===== src/rtl/io_port_pkg.sv =====
// Shared constants for the CPU port-I/O bridge: port codes, control bits and
// status byte layout.
package io_port_pkg;

  typedef enum logic [1:0] {
    PORT_TXDATA = 2'd0,
    PORT_CTRL   = 2'd1,
    PORT_RSVD2  = 2'd2,
    PORT_RSVD3  = 2'd3
  } port_e;

  localparam int CTRL_FLUSH_TX  = 0;
  localparam int CTRL_FLUSH_RX  = 1;
  localparam int CTRL_CLR_TXOVF = 2;
  localparam int CTRL_CLR_RXUNF = 3;

  localparam int ST_RX_NEMPTY = 0;
  localparam int ST_TX_FULL   = 1;
  localparam int ST_TX_EMPTY  = 2;
  localparam int ST_TX_OVF    = 3;
  localparam int ST_RX_UNF    = 4;
  localparam int ST_CNT_LSB   = 5;
  localparam int ST_CNT_W     = 3;

endpackage


===== src/rtl/fifo_sync.sv =====
// Small synchronous FIFO with first-word fall-through head and flush.
// Callers qualify push/pop; flush overrides both on the same edge.
module fifo_sync #(
  parameter int WIDTH = 8,
  parameter int DEPTH = 4
) (
  input  logic             clk,
  input  logic             reset,
  input  logic             push,
  input  logic             pop,
  input  logic             flush,
  input  logic [WIDTH-1:0] din,
  output logic [WIDTH-1:0] head,
  output logic [2:0]       count,
  output logic             full,
  output logic             empty
);

  localparam int AW = $clog2(DEPTH);
  localparam logic [AW-1:0] PTR_ONE = 1;
  localparam logic [2:0]    CNT_MAX = 3'(DEPTH);

  logic [WIDTH-1:0] r_mem [DEPTH];
  logic [AW-1:0]    r_wptr;
  logic [AW-1:0]    r_rptr;
  logic [2:0]       r_count;

  // Storage is left unreset; the pointers alone define what is valid.
  always_ff @(posedge clk) begin
    if (push && !flush) begin
      r_mem[r_wptr] <= din;
    end
  end

  always_ff @(posedge clk or negedge reset) begin
    if (!reset) begin
      r_wptr  <= '0;
      r_rptr  <= '0;
      r_count <= '0;
    end else if (flush) begin
      r_wptr  <= '0;
      r_rptr  <= '0;
      r_count <= '0;
    end else begin
      if (push) r_wptr <= r_wptr + PTR_ONE;
      if (pop)  r_rptr <= r_rptr + PTR_ONE;
      r_count <= r_count + {2'b00, push} - {2'b00, pop};
    end
  end

  assign count = r_count;
  assign full  = (r_count == CNT_MAX);
  assign empty = (r_count == 3'd0);
  assign head  = empty ? '0 : r_mem[r_rptr];

endmodule


===== src/rtl/io_port_bridge.sv =====
// CPU port-I/O bridge: buffers CPU output writes to an external consumer and
// collects bytes from an external producer for the CPU's input ports.
module io_port_bridge
  import io_port_pkg::*;
#(
  parameter int WIDTH = 8,
  parameter int DEPTH = 4
) (
  input  logic             clk,
  input  logic             reset,
  input  logic             we_out,
  input  logic [1:0]       port_sel,
  input  logic [WIDTH-1:0] wdata,
  input  logic             rd_en,
  output logic [7:0]       status,
  output logic [WIDTH-1:0] rdata,
  output logic [WIDTH-1:0] tx_data,
  output logic             tx_valid,
  input  logic             tx_ready,
  input  logic [WIDTH-1:0] rx_data,
  input  logic             rx_valid,
  output logic             rx_ready
);

  logic       w_tx_wr, w_ctrl_wr;
  logic       w_tx_push, w_tx_pop, w_tx_drop, w_tx_flush;
  logic       w_rx_push, w_rx_pop, w_rx_unf_evt, w_rx_flush;
  logic       w_tx_full, w_tx_empty, w_rx_full, w_rx_empty;
  logic [2:0] w_tx_count, w_rx_count;
  logic       r_tx_ovf, r_rx_unf;

  assign w_tx_wr   = we_out && (port_sel == PORT_TXDATA);
  assign w_ctrl_wr = we_out && (port_sel == PORT_CTRL);

  // A full TX still takes the write when the consumer drains a slot this edge.
  assign w_tx_pop   = !w_tx_empty && tx_ready;
  assign w_tx_push  = w_tx_wr && (!w_tx_full || w_tx_pop);
  assign w_tx_drop  = w_tx_wr && w_tx_full && !w_tx_pop;
  assign w_tx_flush = w_ctrl_wr && wdata[CTRL_FLUSH_TX];

  assign w_rx_push    = rx_valid && !w_rx_full;
  assign w_rx_pop     = rd_en && !w_rx_empty;
  assign w_rx_unf_evt = rd_en && w_rx_empty;
  assign w_rx_flush   = w_ctrl_wr && wdata[CTRL_FLUSH_RX];

  fifo_sync #(.WIDTH(WIDTH), .DEPTH(DEPTH)) u_tx_fifo (
    .clk   (clk),
    .reset (reset),
    .push  (w_tx_push),
    .pop   (w_tx_pop),
    .flush (w_tx_flush),
    .din   (wdata),
    .head  (tx_data),
    .count (w_tx_count),
    .full  (w_tx_full),
    .empty (w_tx_empty)
  );

  fifo_sync #(.WIDTH(WIDTH), .DEPTH(DEPTH)) u_rx_fifo (
    .clk   (clk),
    .reset (reset),
    .push  (w_rx_push),
    .pop   (w_rx_pop),
    .flush (w_rx_flush),
    .din   (rx_data),
    .head  (rdata),
    .count (w_rx_count),
    .full  (w_rx_full),
    .empty (w_rx_empty)
  );

  // Set beats clear so an error on the clearing edge is not lost.
  always_ff @(posedge clk or negedge reset) begin
    if (!reset) begin
      r_tx_ovf <= 1'b0;
      r_rx_unf <= 1'b0;
    end else begin
      if (w_tx_drop)
        r_tx_ovf <= 1'b1;
      else if (w_ctrl_wr && wdata[CTRL_CLR_TXOVF])
        r_tx_ovf <= 1'b0;
      if (w_rx_unf_evt)
        r_rx_unf <= 1'b1;
      else if (w_ctrl_wr && wdata[CTRL_CLR_RXUNF])
        r_rx_unf <= 1'b0;
    end
  end

  always_comb begin
    status                                 = '0;
    status[ST_RX_NEMPTY]                   = !w_rx_empty;
    status[ST_TX_FULL]                     = w_tx_full;
    status[ST_TX_EMPTY]                    = w_tx_empty;
    status[ST_TX_OVF]                      = r_tx_ovf;
    status[ST_RX_UNF]                      = r_rx_unf;
    status[ST_CNT_LSB +: ST_CNT_W]         = w_rx_count;
  end

  assign tx_valid = !w_tx_empty;
  assign rx_ready = !w_rx_full;

  logic w_unused;
  assign w_unused = ^w_tx_count;

endmodule


===== config.mk =====
export PLATFORM = sky130hd
export DESIGN_NAME = io_port_bridge
export DESIGN_NICKNAME = d
export VERILOG_FILES = /design/src/rtl/io_port_pkg.sv /design/src/rtl/fifo_sync.sv /design/src/rtl/io_port_bridge.sv
export SDC_FILE = /design/constraint.sdc
export NUM_CORES = 1
export LEC_CHECK = 0
export CAP_MARGIN = 10
export CELL_PAD_IN_SITES_DETAIL_PLACEMENT = 0
export CELL_PAD_IN_SITES_GLOBAL_PLACEMENT = 2
export CORE_MARGIN = 2
export CORE_UTILIZATION = 42
export CTS_CLUSTER_SIZE = 14
export DETAILED_ROUTE_END_ITERATION = 6
export PLACE_DENSITY_LB_ADDON = 0.1
export SLEW_MARGIN = 20
export SYNTH_ARGS = -nofsm -noshare
export SYNTH_HDL_FRONTEND = slang
export SYNTH_SLANG_ARGS = --single-unit

===== constraint.sdc =====
create_clock -name clk -period 4.5 [get_ports clk]
set_clock_uncertainty 0.05 [all_clocks]
set_input_delay 0.675 -clock clk [delete_from_list [all_inputs] [get_ports clk]]
set_output_delay 0.675 -clock clk [all_outputs]
set_load 0.01 [all_outputs]

==> impl_metrics.env, run 1 <==
export IMPL_status="completed"
export IMPL_setup_viol=0
export IMPL_p_total_uw=2690
export IMPL_area_delta_synth_final_pct=23.7
export IMPL_die_area_um2=9050
export IMPL_antenna_found_initial=0
export IMPL_reg2reg_from="u_tx_fifo.count[1]"
export IMPL_whs_endpoint="r_tx_ovf"
export IMPL_yosys_cell_types_count=36
export IMPL_critical_path_peak_fanout=11
export IMPL_arrival_ns=2.30
export IMPL_wire_per_inst_um=15.5
export IMPL_hold_buffers=0
export IMPL_min_path_type="reg2reg"
export IMPL_yosysWarnings=0
export IMPL_dpl_cell_area_um2=4060
export IMPL_fmax_ghz=0.331
export IMPL_reg2reg_depth=8
export IMPL_grt_max_degree=17
export IMPL_powerDensity_nw_per_um2=624
export IMPL_root_buffer="clkbuf_8"
export IMPL_fp_dieW_um=95.1
export IMPL_netlist_area_um2=3490
export IMPL_clockPowerShare=0.238
export IMPL_drt_iter0_drc=72
export IMPL_grt_total_usage=0.142
export IMPL_vias=1822
export IMPL_path_depth=3
export IMPL_layout_commonest_cell="edfxtp_1"
export IMPL_overflow=0
export IMPL_cts_tree="yes"
export IMPL_worstSetupStartpointType="flop"
export IMPL_critPathKind="reg2out"
export IMPL_path_clk_slew_ns=0.08
export IMPL_post_route_period_util=0.672
export IMPL_fp_coreArea_um2=8130
export IMPL_regToRegSetupSlack_ns=2.24
export IMPL_grt_pass1_vias=1875
export IMPL_netlist_instances=210
export IMPL_hold_slack_ns=0.480
export IMPL_worstPathCellList="mux4_2 -> and2b_1 -> clkdlybuf4s50_1"
export IMPL_yosysSeqAreaShare=0.666
export IMPL_rows=33
export IMPL_rr_endpoint="u_tx_fifo.count[2]"
export IMPL_diodes=0
export IMPL_viasPerCell=4.90
export IMPL_final_cell_mix="64 x edfxtp_1, 49 x clkdlybuf4s50_1, 16 x mux4_2, 16 x dfrtp_1, 13 x inv_1"
export IMPL_slowest_stage="dfrtp_1"
export IMPL_nets=299
export IMPL_instances_no_fill=372
export IMPL_min_period_ns=3.02
export IMPL_slew_viol_final=0
export IMPL_required_ns=3.77
export IMPL_leakage_uw=0.00156
export IMPL_p_seq_frac=0.409
export IMPL_worstMarginPinSlew_ns=0.751
export IMPL_synth_nets=247
export IMPL_drive_gt1_frac=0.161
export IMPL_place_congestion=0.703
export IMPL_min_from="r_tx_ovf"
export IMPL_p_sw_frac=0.295
export IMPL_cp_slowest_stage_delay_ns=0.73
export IMPL_avgSynthCellArea_um2=16.6
export IMPL_finalHoldViolCount=0
export IMPL_place_inst=356
export IMPL_n_fill_cell=664
export IMPL_initial_utilization=0.429
export IMPL_hpwl_mm=4.02
export IMPL_ys_flop_type="edfxtp_1"
export IMPL_p_int_uw=1900
export IMPL_path_buf_inv=1
export IMPL_synth_edf_count=64
export IMPL_clock_sinks=80
export IMPL_drc=0
export IMPL_pwr_share_comb=0.353
export IMPL_rsz0062_at_grt="false"
export IMPL_die_height_um=95.1
export IMPL_cts_max_path_buffers=2
export IMPL_holdPathStages=1
export IMPL_ys_ff_latch=80
export IMPL_peakVddDrop_mv=0.261
export IMPL_crit_family="flip-flops"
export IMPL_endpoint_kind="output port"
export IMPL_grt_pass1_wl_mm=9.57
export IMPL_drv_cap=0
export IMPL_final_design_area_no_fill_um2=4310
export IMPL_num_io_pins=50
export IMPL_setup_tns_final_ns=0
export IMPL_ant_nets=0
export IMPL_numCtsBuffers=9
export IMPL_drt_wl_total_mm=5.78
export IMPL_h_tree_depth=3
export IMPL_cts_resized=0
export IMPL_clk_latency_ns=0.34
export IMPL_port_buffers=49
export IMPL_postCtsSetupBuffers=0
export IMPL_p_switching_uw=795
export IMPL_synthArstFlopShare=0.200
export IMPL_drt_first_pass_iters=4
export IMPL_slew_limit_headroom=0.498
==> power by group through the flow <==
stage | combinational [uW] | clock (uW) | sequential (uW)
2_1_floorplan | 649 | 0 | 1030
3_3_place_gp | 965 | 0 | 1120
3_5_place_dp | 961 | 0 | 1130
4_1_cts | 965 | 656 | 1110
5_1_grt | 1050 | 686 | 1130
6_report | 950 | 640 | 1100
==> layer usage <==
metal,vias to the layer above,track usage,wire length (um)
li1,882,-,-
met1,894,0.177,2630
met2,38,0.244,2900
met3,8,0.0300,178
met4,0,0.0507,73
met5,-,0,0
==> metrics by stage <==
| step | utilization | setup slack (ns) |
|---|---|---|
| after global placement | 0.499 | 1.50 |
| final | 0.530 | 1.48 |
| after global routing | 0.530 | 1.34 |
| after detailed placement | 0.499 | 1.42 |
| after floorplan | - | 2.12 |
| after CTS | 0.530 | 1.41 |
==> registers in the layout, summed over array words and instances (netlist names) <==
name and flops:
r_rx_unf 1, u_rx_fifo.r_wptr 2, u_rx_fifo.count 3, u_tx_fifo.r_wptr 2, u_tx_fifo.r_rptr 2, u_tx_fifo.count 3
r_tx_ovf 1, u_rx_fifo.r_mem 32, u_tx_fifo.r_mem 32, u_rx_fifo.r_rptr 2
==> worst max path at each step <==
stage	end	start
final	rdata[3]	u_rx_fifo.r_rptr[0]
after global routing	rdata[3]	u_rx_fifo.r_rptr[0]
after CTS	rdata[3]	u_rx_fifo.r_rptr[0]
after detailed placement	u_tx_fifo.count[2]	we_out
after global placement	u_tx_fifo.count[2]	we_out
after floorplan	u_tx_fifo.count[2]	port_sel[0]
==> cell families (layout without fill, tap and decap cells) <==
| kind of cell | Yosys count | after routing | share of synthesized area |
|---|---|---|---|
| muxes | 18 | 18 | 0.111 |
| and+or+nand+nor | 59 | 59 | 0.107 |
| DFF | 80 | 80 | 0.666 |
| adders and majority gates | 13 | 13 | 0.0510 |
| AOI/OAI and AO/OA | 13 | 13 | 0.0237 |
| xor gates and xnor gates | 4 | 4 | 0.0100 |
| buffers and inverters | 23 | 80 | 0.0316 |
==> cells in the mapped netlist, types with 3 or more instances <==
cell / instances / area, um^2
nor2_1: 6 / 22.5
and3_1: 4 / 25.0
o21ai_0: 4 / 20.0
inv_1: 13 / 48.8
and2_2: 4 / 30.0
ha_1: 11 / 138
nor2b_1: 12 / 75.1
nand2_1: 6 / 22.5
clkbuf_1: 3 / 11.3
and2_1: 6 / 37.5
nor3_1: 3 / 15.0
edfxtp_1: 64 / 1920
and2b_1: 5 / 37.5
dfrtp_1: 16 / 400
mux4_2: 16 / 360
a21oi_1: 4 / 20.0
buf_4: 6 / 45.0
nor3b_1: 3 / 22.5
==> final cells by class <==
| type | instances | area, um^2 | area share |
|---|---|---|---|
| clock inverter | 7 | 126 | 0.0293 |
| clock buffer | 9 | 124 | 0.0287 |
| tap | 105 | 131 | 0.0305 |
| sequential | 80 | 2320 | 0.538 |
| multi-input combinational | 107 | 1050 | 0.245 |
| timing repair buffer | 51 | 505 | 0.117 |
| inverter | 13 | 48.8 | 0.0113 |
Note: power is estimated with default switching activity, not from simulation.
==> inputs of run 2 (changes only) <==
- CORE_UTILIZATION: 42 -> 39
- clock period: 4.5 -> 2.8 ns (I/O delays scaled with it)
==> impl_metrics.env, run 2 (synthesis gave the netlist of run 1 again) <==
export IMPL_status="completed"
export IMPL_drive_gt1_frac=0.166
export IMPL_area_delta_synth_final_pct=23.6
export IMPL_regToRegSetupSlack_ns=0.59
export IMPL_rsz0062_at_grt="false"
export IMPL_cts_max_path_buffers=2
export IMPL_postCtsSetupBuffers=0
export IMPL_arrival_ns=2.10
export IMPL_cp_slowest_stage_delay_ns=0.53
export IMPL_reg_top3="u_rx_fifo.r_mem x32, u_tx_fifo.r_mem x32"
export IMPL_vias=1881
export IMPL_root_buffer="clkbuf_8"
export IMPL_post_route_period_util=0.919
export IMPL_numCtsBuffers=9
export IMPL_multi_input_area_um2=1050
export IMPL_setup_viol=0
export IMPL_grt_pass1_vias=1938
export IMPL_layout_commonest_cell="edfxtp_1"
export IMPL_clk_latency_ns=0.33
export IMPL_hold_slack_ns=0.473
export IMPL_rows=34
export IMPL_fp_dieW_um=98.6
export IMPL_worstSetupStartpointType="flop"
export IMPL_overflow=0
export IMPL_hpwl_mm=4.12
export IMPL_reg2reg_depth=8
export IMPL_final_cell_mix="64 x edfxtp_1, 49 x clkdlybuf4s50_1, 16 x mux4_2, 15 x dfrtp_1, 13 x inv_1"
export IMPL_path_clk_slew_ns=0.08
export IMPL_rr_endpoint="u_tx_fifo.count[2]"
export IMPL_min_from="r_rx_unf"
export IMPL_critical_path_peak_fanout=8
export IMPL_wire_per_inst_um=15.7
export IMPL_worstPathCellList="buf_4 -> mux4_2 -> nor2b_1 -> clkdlybuf4s50_1"
export IMPL_grt_pass1_wl_mm=9.94
export IMPL_endpoint_kind="output port"
export IMPL_reg2reg_from="u_tx_fifo.count[1]"
export IMPL_fmax_ghz=0.388
export IMPL_finalHoldViolCount=0
export IMPL_initial_utilization=0.402
export IMPL_nets=303
export IMPL_n_fill_cell=772
export IMPL_slew_limit_headroom=0.473
export IMPL_required_ns=2.33
export IMPL_diodes=0
export IMPL_slowest_stage="mux4_2"
export IMPL_port_buffers=49
export IMPL_die_area_um2=9710
export IMPL_ant_nets=0
export IMPL_drv_cap=0
export IMPL_regArea_um2=2320
export IMPL_min_period_ns=2.57
export IMPL_leakage_uw=0.00156
export IMPL_clock_sinks=80
export IMPL_slew_viol_final=0
export IMPL_num_io_pins=50
export IMPL_cp_startpoint="u_tx_fifo.r_rptr[0]"
export IMPL_drt_first_pass_iters=5
export IMPL_drc=0
export IMPL_die_height_um=98.6
export IMPL_whs_endpoint="r_rx_unf"
export IMPL_fp_coreArea_um2=8680
export IMPL_setup_tns_final_ns=0
export IMPL_h_tree_depth=3
export IMPL_drt_iter0_drc=91
export IMPL_grt_total_usage=0.133
export IMPL_place_congestion=0.706
export IMPL_hold_buffers=0
export IMPL_grt_max_degree=17
export IMPL_powerDensity_nw_per_um2=976
export IMPL_critPathKind="reg2out"
export IMPL_antenna_found_initial=0
export IMPL_drt_wl_total_mm=5.97
export IMPL_viasPerCell=4.96
export IMPL_worstMarginPinSlew_ns=0.788
export IMPL_holdPathStages=1
export IMPL_peakVddDrop_mv=0.591
export IMPL_cts_tree="yes"
export IMPL_min_path_type="reg2reg"
[run 2: cell count changes in the layout (fill, tap and decap cells not counted)]
cell and change:
inv_6 -1, clkbuf_1 +1, dfrtp_1 -1, inv_8 -1, buf_4 +4, clkinv_1 +2, bufinv_16 -1, dfrtp_2 +1
[run 2: power breakdown]
part | leakage (uW) | switching (uW) | total [uW] | internal, uW
clock | 0.000102 | 397 | 895 | 498
combinational | 0.000684 | 624 | 1570 | 943
sequential | 0.000774 | 221 | 1740 | 1520
total | 0.00156 | 1240 | 4210 | 2960
[run 2: critical path, delay by kind of cell (launching register included)]
kind | cells | cell delay [ns]
and+or+nand+nor | 1 | 0.14
DFF | 1 | 0.39
buffers and inverters | 2 | 0.70
muxes | 1 | 0.53
[run 2: timing repair]
item,CTS,global route
gates resized for setup,1,0
setup endpoints to repair,1,0
endpoints found under the hold margin,0,0
[run 2: per-stage QoR]
step                setup WS (ns)  cell area, um^2  power, uW  std cells   util
floorplan                   0.676             3490       2700        210      -
global placement            0.168             4100       3360        363  0.472
detailed placement          0.150             4100       3380        363  0.472
CTS                         0.181             4310       4280        379  0.497
global route                0.125             4310       4500        379  0.497
finish                      0.226             4310       4210        379  0.497
[run 2: routing by layer]
layer	vias up	share of wire	track usage
met5	-	0	0
met4	0	0.012	0.0601
met3	6	0.030	0.0220
met2	35	0.47	0.202
met1	947	0.49	0.190
li1	893	-	-
[run 2: worst max path at each step]
| stage | slack [ns] | end | cells past startpoint |
|---|---|---|---|
| after floorplan | 0.68 | u_tx_fifo.count[2] | 9 |
| after global placement | 0.17 | u_tx_fifo.count[2] | 10 |
| after detailed placement | 0.15 | u_tx_fifo.count[2] | 10 |
| after CTS | 0.18 | tx_data[1] | 4 |
| after global routing | 0.12 | tx_data[0] | 4 |
| final | 0.23 | tx_data[3] | 4 |
[run 2: final cells by class]
type / count / share of cell area
inverters: 13 / 0.0113
clock inverters: 6 / 0.0195
clock buffers: 10 / 0.0296
multi-input cells: 107 / 0.245
repair buffers: 55 / 0.124
well taps: 108 / 0.0314
flip-flops and latches: 80 / 0.539
==> inputs of run 3 (changes only) <==
- CAP_MARGIN: 10 -> 15
==> results of run 3 <==
The final DEF is identical to that of run 2; final timing and power are the same.
